$ cat src/rtl/gen_reg.sv
// ----------------------------------------------------------------------------
// gen_reg
// Generic WIDTH-bit state register with write enable, per-bit write mask and
// a registered "value changed" flag. Used as the IFU PC register with
// WIDTH=64, RESET_VAL=32'h80000000, wen tied high and next_pc on din.
//
// Parameters:
//   WIDTH      data width in bits (>= 1)
//   RESET_VAL  value loaded on reset, zero-extended/truncated to WIDTH
// Ports (first five are positional-order sensitive):
//   clk       in   rising-edge clock
//   rst       in   asynchronous active-low reset (0 = reset)
//   din       in   write data
//   dout      out  registered value
//   wen       in   write enable
//   wmask     in   per-bit write mask, 1 = bit written
//   dout_nxt  out  combinational value dout takes at the next rising edge
//   upd       out  registered, 1 for one cycle after an edge where dout changed
//   par_err   out  parity mismatch on stored state
// Optional feature:
//   GEN_REG_PARITY_EN  when defined, a parity bit is stored alongside dout
//                      and par_err flags corruption of the stored value;
//                      when undefined, par_err is constant 0.
// ----------------------------------------------------------------------------
module gen_reg #(
    parameter int               WIDTH     = 64,
    parameter logic [WIDTH-1:0] RESET_VAL = '0
) (
    input  logic             clk,
    input  logic             rst,
    input  logic [WIDTH-1:0] din,
    output logic [WIDTH-1:0] dout,
    input  logic             wen,
    input  logic [WIDTH-1:0] wmask,
    output logic [WIDTH-1:0] dout_nxt,
    output logic             upd,
    output logic             par_err
);

    logic [WIDTH-1:0] dout_reg;
    logic             upd_reg;
    logic [WIDTH-1:0] merged;

    // Per-bit select rather than and/or masking: a masked-out bit takes the
    // stored value outright, so X/Z on din never leaks into those bits.
    for (genvar gi = 0; gi < WIDTH; gi++) begin : g_merge
        assign merged[gi] = wmask[gi] ? din[gi] : dout_reg[gi];
    end

    assign dout_nxt = wen ? merged : dout_reg;

    always_ff @(posedge clk or negedge rst) begin
        if (!rst) begin
            dout_reg <= RESET_VAL;
            upd_reg  <= 1'b0;
        end else begin
            dout_reg <= dout_nxt;
            upd_reg  <= (dout_nxt != dout_reg);
        end
    end

    assign dout = dout_reg;
    assign upd  = upd_reg;

`ifdef GEN_REG_PARITY_EN
    logic par_reg;

    // Parity follows every write; with wen=0 dout holds, so the stored bit
    // stays consistent without updating.
    always_ff @(posedge clk or negedge rst) begin
        if (!rst) begin
            par_reg <= ^RESET_VAL;
        end else if (wen) begin
            par_reg <= ^dout_nxt;
        end
    end

    assign par_err = (^dout_reg) ^ par_reg;
`else
    assign par_err = 1'b0;
`endif

endmodule

$ cat config.mk
export PLATFORM = sky130hd
export DESIGN_NAME = gen_reg
export DESIGN_NICKNAME = d
export VERILOG_FILES = /design/src/rtl/gen_reg.sv
export SDC_FILE = /design/constraint.sdc
export NUM_CORES = 1
export LEC_CHECK = 0
export CORE_MARGIN = 4
export CORE_UTILIZATION = 39
export DETAILED_ROUTE_END_ITERATION = 7
export PLACE_DENSITY = 0.89
export RECOVER_POWER = 25
export SYNTH_ARGS = -nofsm -noshare
export SYNTH_HDL_FRONTEND = slang
export SYNTH_SLANG_ARGS = --single-unit
$ cat constraint.sdc
create_clock -name clk -period 4.6 [get_ports clk]
set_clock_uncertainty 0.15 [all_clocks]
set_input_delay 1.15 -clock clk [delete_from_list [all_inputs] [get_ports clk]]
set_output_delay 1.15 -clock clk [all_outputs]
set_load 0.01 [all_outputs]
==> impl_results.md, run 1 <==
* Status: complete, no violations
* Row count at 35
* Logic pwr share at 38.4%
* Net Sw Frac at a little under a third
* CTS resizes at 0
* Gr ovfl total at 0
* CTS Buf Count at 9
* CTS clk-pin slew, worst paths at approximately 80 ps
* Pin count of the biggest net entering global routing at between 40 and 50
* Psw at just under 0.0007 W
* Power Density at about 330 nW/um^2
* Final hold violation count at 0
* Layout cells sized above 1 at 12.2%
* Port bufs at 259
* Worst-Margin Slew at 1220 ps
* # IOs at 261
* CTS H-tree depth at 3
* Clock Sinks at 65
* N_diodes at 0
* Yosys top cell by area: dfrtp_1
* Worst hold slack at approximately 420 ps
* Leakage at 2.74 nW
* Final Setup Violations at 0
* Sum Neg Setup Slack at 0 ps
* CTS Buffer Depth at 2
* DR WL/cell at 18.8 um
* Slew headroom at around 19%
* Setup Fix Bufs, Post-CTS at 0
* Synth warn at 0
* Root Driver: clkbuf_8
* Area delta synth->final at 79.6%
* GP Congestion at about 0.85
* Initial antenna violation count at 0
* Crit Path Max Fanout at 23
* Synth Area per Inst at around 9.7 sq um
* Req. time, crit path at 3300 ps
* Placement Cell Area at 6500 sq um
* Fmax at 244 MHz
* First-pass GRT wire length at 22.9 mm
* Syn Std Cell Area at 3760 sq um
* Hold_buf cts at 0
* Seq/Total Area, Yosys at 43.3%
* RSZ-0062 raised after global routing: false
* TritonRoute pass-1 iters at 5
* Post-route ant nets at 0
* Synth area leaders: dfrtp_1 (43%), mux2_2 (18%), nand2_1 (12%)
* CTS tree: done
* Nets@finish at ~780
* Yosys reg bits at 65
* Arrival time worst endpoint at 2800 ps
* Max FFs per register at 64
* Final Max Slew Viols at 0
* Vias per Instance at 5.23
* Initial core utilization at slightly above 40%
* Synth Net Count at between 500 and 600
* Yosys cell types at 28
* Worst setup EP type: output port
* Cell count after synthesis at 389
* Sequential Power Share at 33.5%
* Min Tclk post-route at 4100 ps
* Vias in the first global route at 4456
* Routed vias at 4118
* Hpwl dp at ~12 mm
* Commonest non-fill, non-tap cell in the layout: clkdlybuf4s50_1
* VDD IR-drop max at 0.000247 V
* Final WL at 14.8 mm
* Die Wd at ~110 um
* Clk pwr share at 28.1%
* Die height at 106 um
* Worst setup SP type: input pin
* Internal power at 0.00154 W
* Setup CP Type: input pin to output port
* Gr usage total at between 20% and 30%
* DRT iter0 DRCs at 185
* Final period util at 89.1%
* Most frequent cells in the layout: clkdlybuf4s50_1 (243), nand2_1 (121), dfrtp_1 (65)
* Max Cap Viol at 0
* Hold Crit Class: register to register
* Core area at 9330 sq um
* Clk_lat worst skew at between 300 and 400 ps
* Post-synth top area share at between 40% and 50%
* # DRC at 0
* Die area at 11300 sq um
* Fin area at 6750 sq um
* Filler instances at 678
## stage by stage
stage | instances | util, % | setup slack, ps | power (W)
finish | 787 | 72.3 | 502 | 0.00221
global route | 787 | 72.3 | 435 | 0.00233
CTS | 787 | 72.4 | 503 | 0.00224
detailed placement | 771 | 69.7 | 505 | 0.00161
global placement | 771 | 69.7 | 534 | 0.00159
floorplan | 389 | - | 991 | 0.00104
## logic make-up after synthesis
logic type | share of synthesized area, %
compound gates | 7.00
xor+xnor | 3.73
buf+inv | 1.10
flops | 43.3
mux | 18.3
other cells | 0.0998
simple gates | 26.5
## cell type report
| class | count | area [sq um] | area share [%] |
|---|---|---|---|
| Tap cell | 129 | 161 | 2.39 |
| Inverter | 1 | 3.75 | 0.0556 |
| Timing Repair Buffer | 262 | 2610 | 38.7 |
| Multi-Input combinational cell | 314 | 2090 | 31.0 |
| Sequential cell | 65 | 1630 | 24.1 |
| Clock inverter | 6 | 115 | 1.71 |
| Clock buffer | 10 | 138 | 2.04 |
## layer usage
metal / GRT usage [%] / share of wire (%)
met4: 12.9 / 4.8
met1: 27.8 / 37
met5: 0 / 0
met2: 44.4 / 50
met3: 9.41 / 8.5
## worst max-delay path, cell delays in order
cell and delay [ps]:
buf_2 380, buf_4 350, nand2_1 90, mux2_2 250, clkdlybuf4s50_1 550
## Yosys cell counts
library cell / number
nand3_4: 1
o22ai_1: 13
nand4_1: 5
xor2_1: 16
inv_1: 1
nand4b_2: 1
nor4_1: 8
clkbuf_1: 7
o41ai_2: 1
buf_1: 1
nand4b_1: 1
mux2_2: 61
o21ai_1: 3
a222oi_1: 1
nand3b_1: 49
nor3_1: 2
o2111ai_1: 1
buf_4: 1
nand2_1: 121
a22oi_1: 6
o21ai_0: 14
nand3_1: 5
nor2_1: 1
conb_1: 1
dfrtp_1: 65
o211ai_1: 1
or4_4: 1
a22o_1: 1
## final timing paths
path                       startpoint            to  slack, ps  cells after the start
max reg2reg                  dout[18]           upd       2250                      6
min in group asynchronous         rst       dout[4]        880                      1
min reg2reg                  dout[25]      dout[25]        420                      2
max in group asynchronous         rst      dout[48]       1600                      2
max                               wen  dout_nxt[13]        500                      5
min                          dout[25]      dout[25]        420                      2
## power by group through the flow
stage	sequential, W	clock, W	combinational, W
after floorplan	0.000775	0	0.000269
after global placement	0.000744	0	0.000846
after detailed placement	0.000750	0	0.000859
after CTS	0.000740	0.000637	0.000865
after global routing	0.000755	0.000665	0.000906
final	0.000741	0.000622	0.000851
(Power assumes the default switching activity.)
==> inputs of run 2 (changes only) <==
CORE_ASPECT_RATIO = 0.6   (was default)
==> impl_results.md, run 2 (synthesis results as in run 1) <==
* Multi-input logic area at 2090 sq um (unchanged)
* Root Driver: clkbuf_16 (was clkbuf_8)
* Most frequent cells in the layout: clkdlybuf4s50_1 (257), nand2_1 (121), dfrtp_1 (65) (was clkdlybuf4s50_1 (243), nand2_1 (121), dfrtp_1 (65))
* Post-route ant nets at 0 (unchanged)
* Crit Path Max Fanout at 34 (was 23)
* Gr usage total at 26.5% (was 25.8%)
* First-pass GRT wire length at 23.3 mm (was 22.9 mm)
* Final period util at 90.8% (was 89.1%)
* Filler instances at 675 (was 678)
* Crit path cell chain: buf_2 -> buf_4 -> nand2_1 -> mux2_2 -> clkdlybuf4s50_1 (unchanged)
* Gr ovfl total at 0 (unchanged)
* Worst hold slack at 417 ps (was 419 ps)
* N_diodes at 0 (unchanged)
* CTS resizes at 0 (unchanged)
* Die area at 11300 sq um (about the same)
* TritonRoute pass-1 iters at 4 (was 5)
* Arrival time worst endpoint at 2880 ps (was 2800 ps)
* Core area at 9290 sq um (was 9330 sq um)
* Worst-Margin Slew at 1850 ps (was 1220 ps)
* Failing checks: capacitance limit, slew limit
* Power Density at 343 nW/um^2 (was 328 nW/um^2)
* Initial antenna violation count at 0 (unchanged)
* Hpwl dp at 12.4 mm (was 12.2 mm)
* Leakage at 2.76 nW (was 2.74 nW)
* Min Tclk post-route at 4180 ps (was 4100 ps)
* Fmax at 239 MHz (was 244 MHz)
* Worst setup SP type: input pin (unchanged)
* Final hold violation count at 0 (unchanged)
* # IOs at 261 (unchanged)
* GP Congestion at 0.896 (was 0.847)
* Final Max Slew Viols at 32 (was 0)
* Hold Crit Class: register to register (unchanged)
* # DRC at 0 (unchanged)
* Slowest cell on the critical path: buf_2 (was clkdlybuf4s50_1)
* DR WL/cell at 19.5 um (was 18.8 um)
* Vias per Instance at 5.21 (was 5.23)
* Setup CP Type: input pin to output port (unchanged)
* Pin count of the biggest net entering global routing at 36 (was 46)
* Sequential cell area at 1630 sq um (unchanged)
* Req. time, crit path at 3300 ps (about the same)
* Max Cap Viol at 1 (was 0)
* Commonest non-fill, non-tap cell in the layout: clkdlybuf4s50_1 (unchanged)
* VDD IR-drop max at 0.000217 V (was 0.000247 V)
* DRT iter0 DRCs at 145 (was 185)
* Status: complete, but fails checks (was complete, no violations)
* Sum Neg Setup Slack at 0 ps (unchanged)
* Area delta synth->final at 81.2% (was 79.6%)
* CTS clk-pin slew, worst paths at 50 ps (was 80 ps)
* Slew headroom at -23.5% (was 18.6%)
* RSZ-0062 raised after global routing: false (unchanged)
* Hold_buf cts at 0 (unchanged)
* Routed vias at 4098 (was 4118)
* Max FFs per register at 64 (unchanged)
* Final Setup Violations at 0 (unchanged)
* Die height at 84.0 um (was 106 um)
* Vias in the first global route at 4346 (was 4456)
* Final WL at 15.4 mm (was 14.8 mm)
* Row count at 27 (was 35)
* CTS H-tree depth at 3 (unchanged)
* CTS Buf Count at 9 (unchanged)
* CTS Buffer Depth at 2 (unchanged)
* Port bufs at 259 (unchanged)
* Layout cells sized above 1 at 9.28% (was 12.2%)
* Clk_lat worst skew at 330 ps (was 340 ps)
* Nets@finish at 784 (unchanged)
* Setup Fix Bufs, Post-CTS at 0 (unchanged)
* Initial core utilization at 40.4% (was 40.3%)
* CTS tree: done (unchanged)
* Worst setup EP type: output port (unchanged)
* Slowest cell delay on critical path at 540 ps (was 550 ps)
* Clock Sinks at 65 (unchanged)
* Die Wd at 135 um (was 106 um)
==> run 2: changes by cell type in the layout (fill, tap and decap cells not counted), sizes merged <==
cell and delta:
clkdlybuf4s50 +14, clkinvlp -1, clkbuf +2, bufinv -1
dlygate4sd3 -14, clkinv -1
==> run 2: metrics by stage <==
stage / utilization (%) / power, W / area (sq um) / cells / worst slack, ps
3_3_place_gp: 70.0 / 0.00159 / 6500 / 772 / 459
5_1_grt: 73.3 / 0.00244 / 6810 / 787 / 365
4_1_cts: 73.3 / 0.00236 / 6810 / 787 / 424
3_5_place_dp: 70.0 / 0.00161 / 6500 / 772 / 435
6_report: 73.3 / 0.00234 / 6810 / 787 / 423
2_1_floorplan: - / 0.00104 / 3760 / 389 / 991
==> run 2: worst paths after layout <==
| check | slack, ps | startpoint | cells after the start | end |
|---|---|---|---|---|
| worst max-delay path | 420 | wen | 5 | dout_nxt[40] |
| worst min-delay path | 420 | dout[55] | 2 | dout[55] |
| worst max register to register | 2180 | dout[18] | 6 | upd |
| worst min register to register | 420 | dout[55] | 2 | dout[55] |
| max in group asynchronous | 1340 | rst | 2 | dout[11] |
| min in group asynchronous | 1180 | rst | 1 | dout[48] |
==> run 2: power breakdown <==
group          internal [W]  switching, W  total [W]
registers          0.000657     0.0000884   0.000745
logic              0.000502      0.000352   0.000855
clock network      0.000486      0.000250   0.000736
==> run 2: area by class of cell <==
class,count,area share [%]
clock buffers,12,3.62
well taps,130,2.39
multi-input cells,314,30.7
inverters,1,0.0551
flip-flops and latches,65,23.9
clock inverters,3,0.956
repair buffers,262,38.4
==> run 2: routing by layer <==
metal / global-route usage, % / vias up / share of wire [%]
li1: - / 1938 / -
met5: 0 / - / 0
met1: 30.5 / 1965 / 39
met3: 10.0 / 18 / 9.3
met4: 6.19 / 0 / 1.6
met2: 46.6 / 177 / 50
==> run 2: critical path: cells and delay by family <==
kind / cells / cell delay (ps)
multiplexers: 1 / 260
AND/OR/NAND/NOR: 1 / 80
buffers and inverters: 3 / 1370
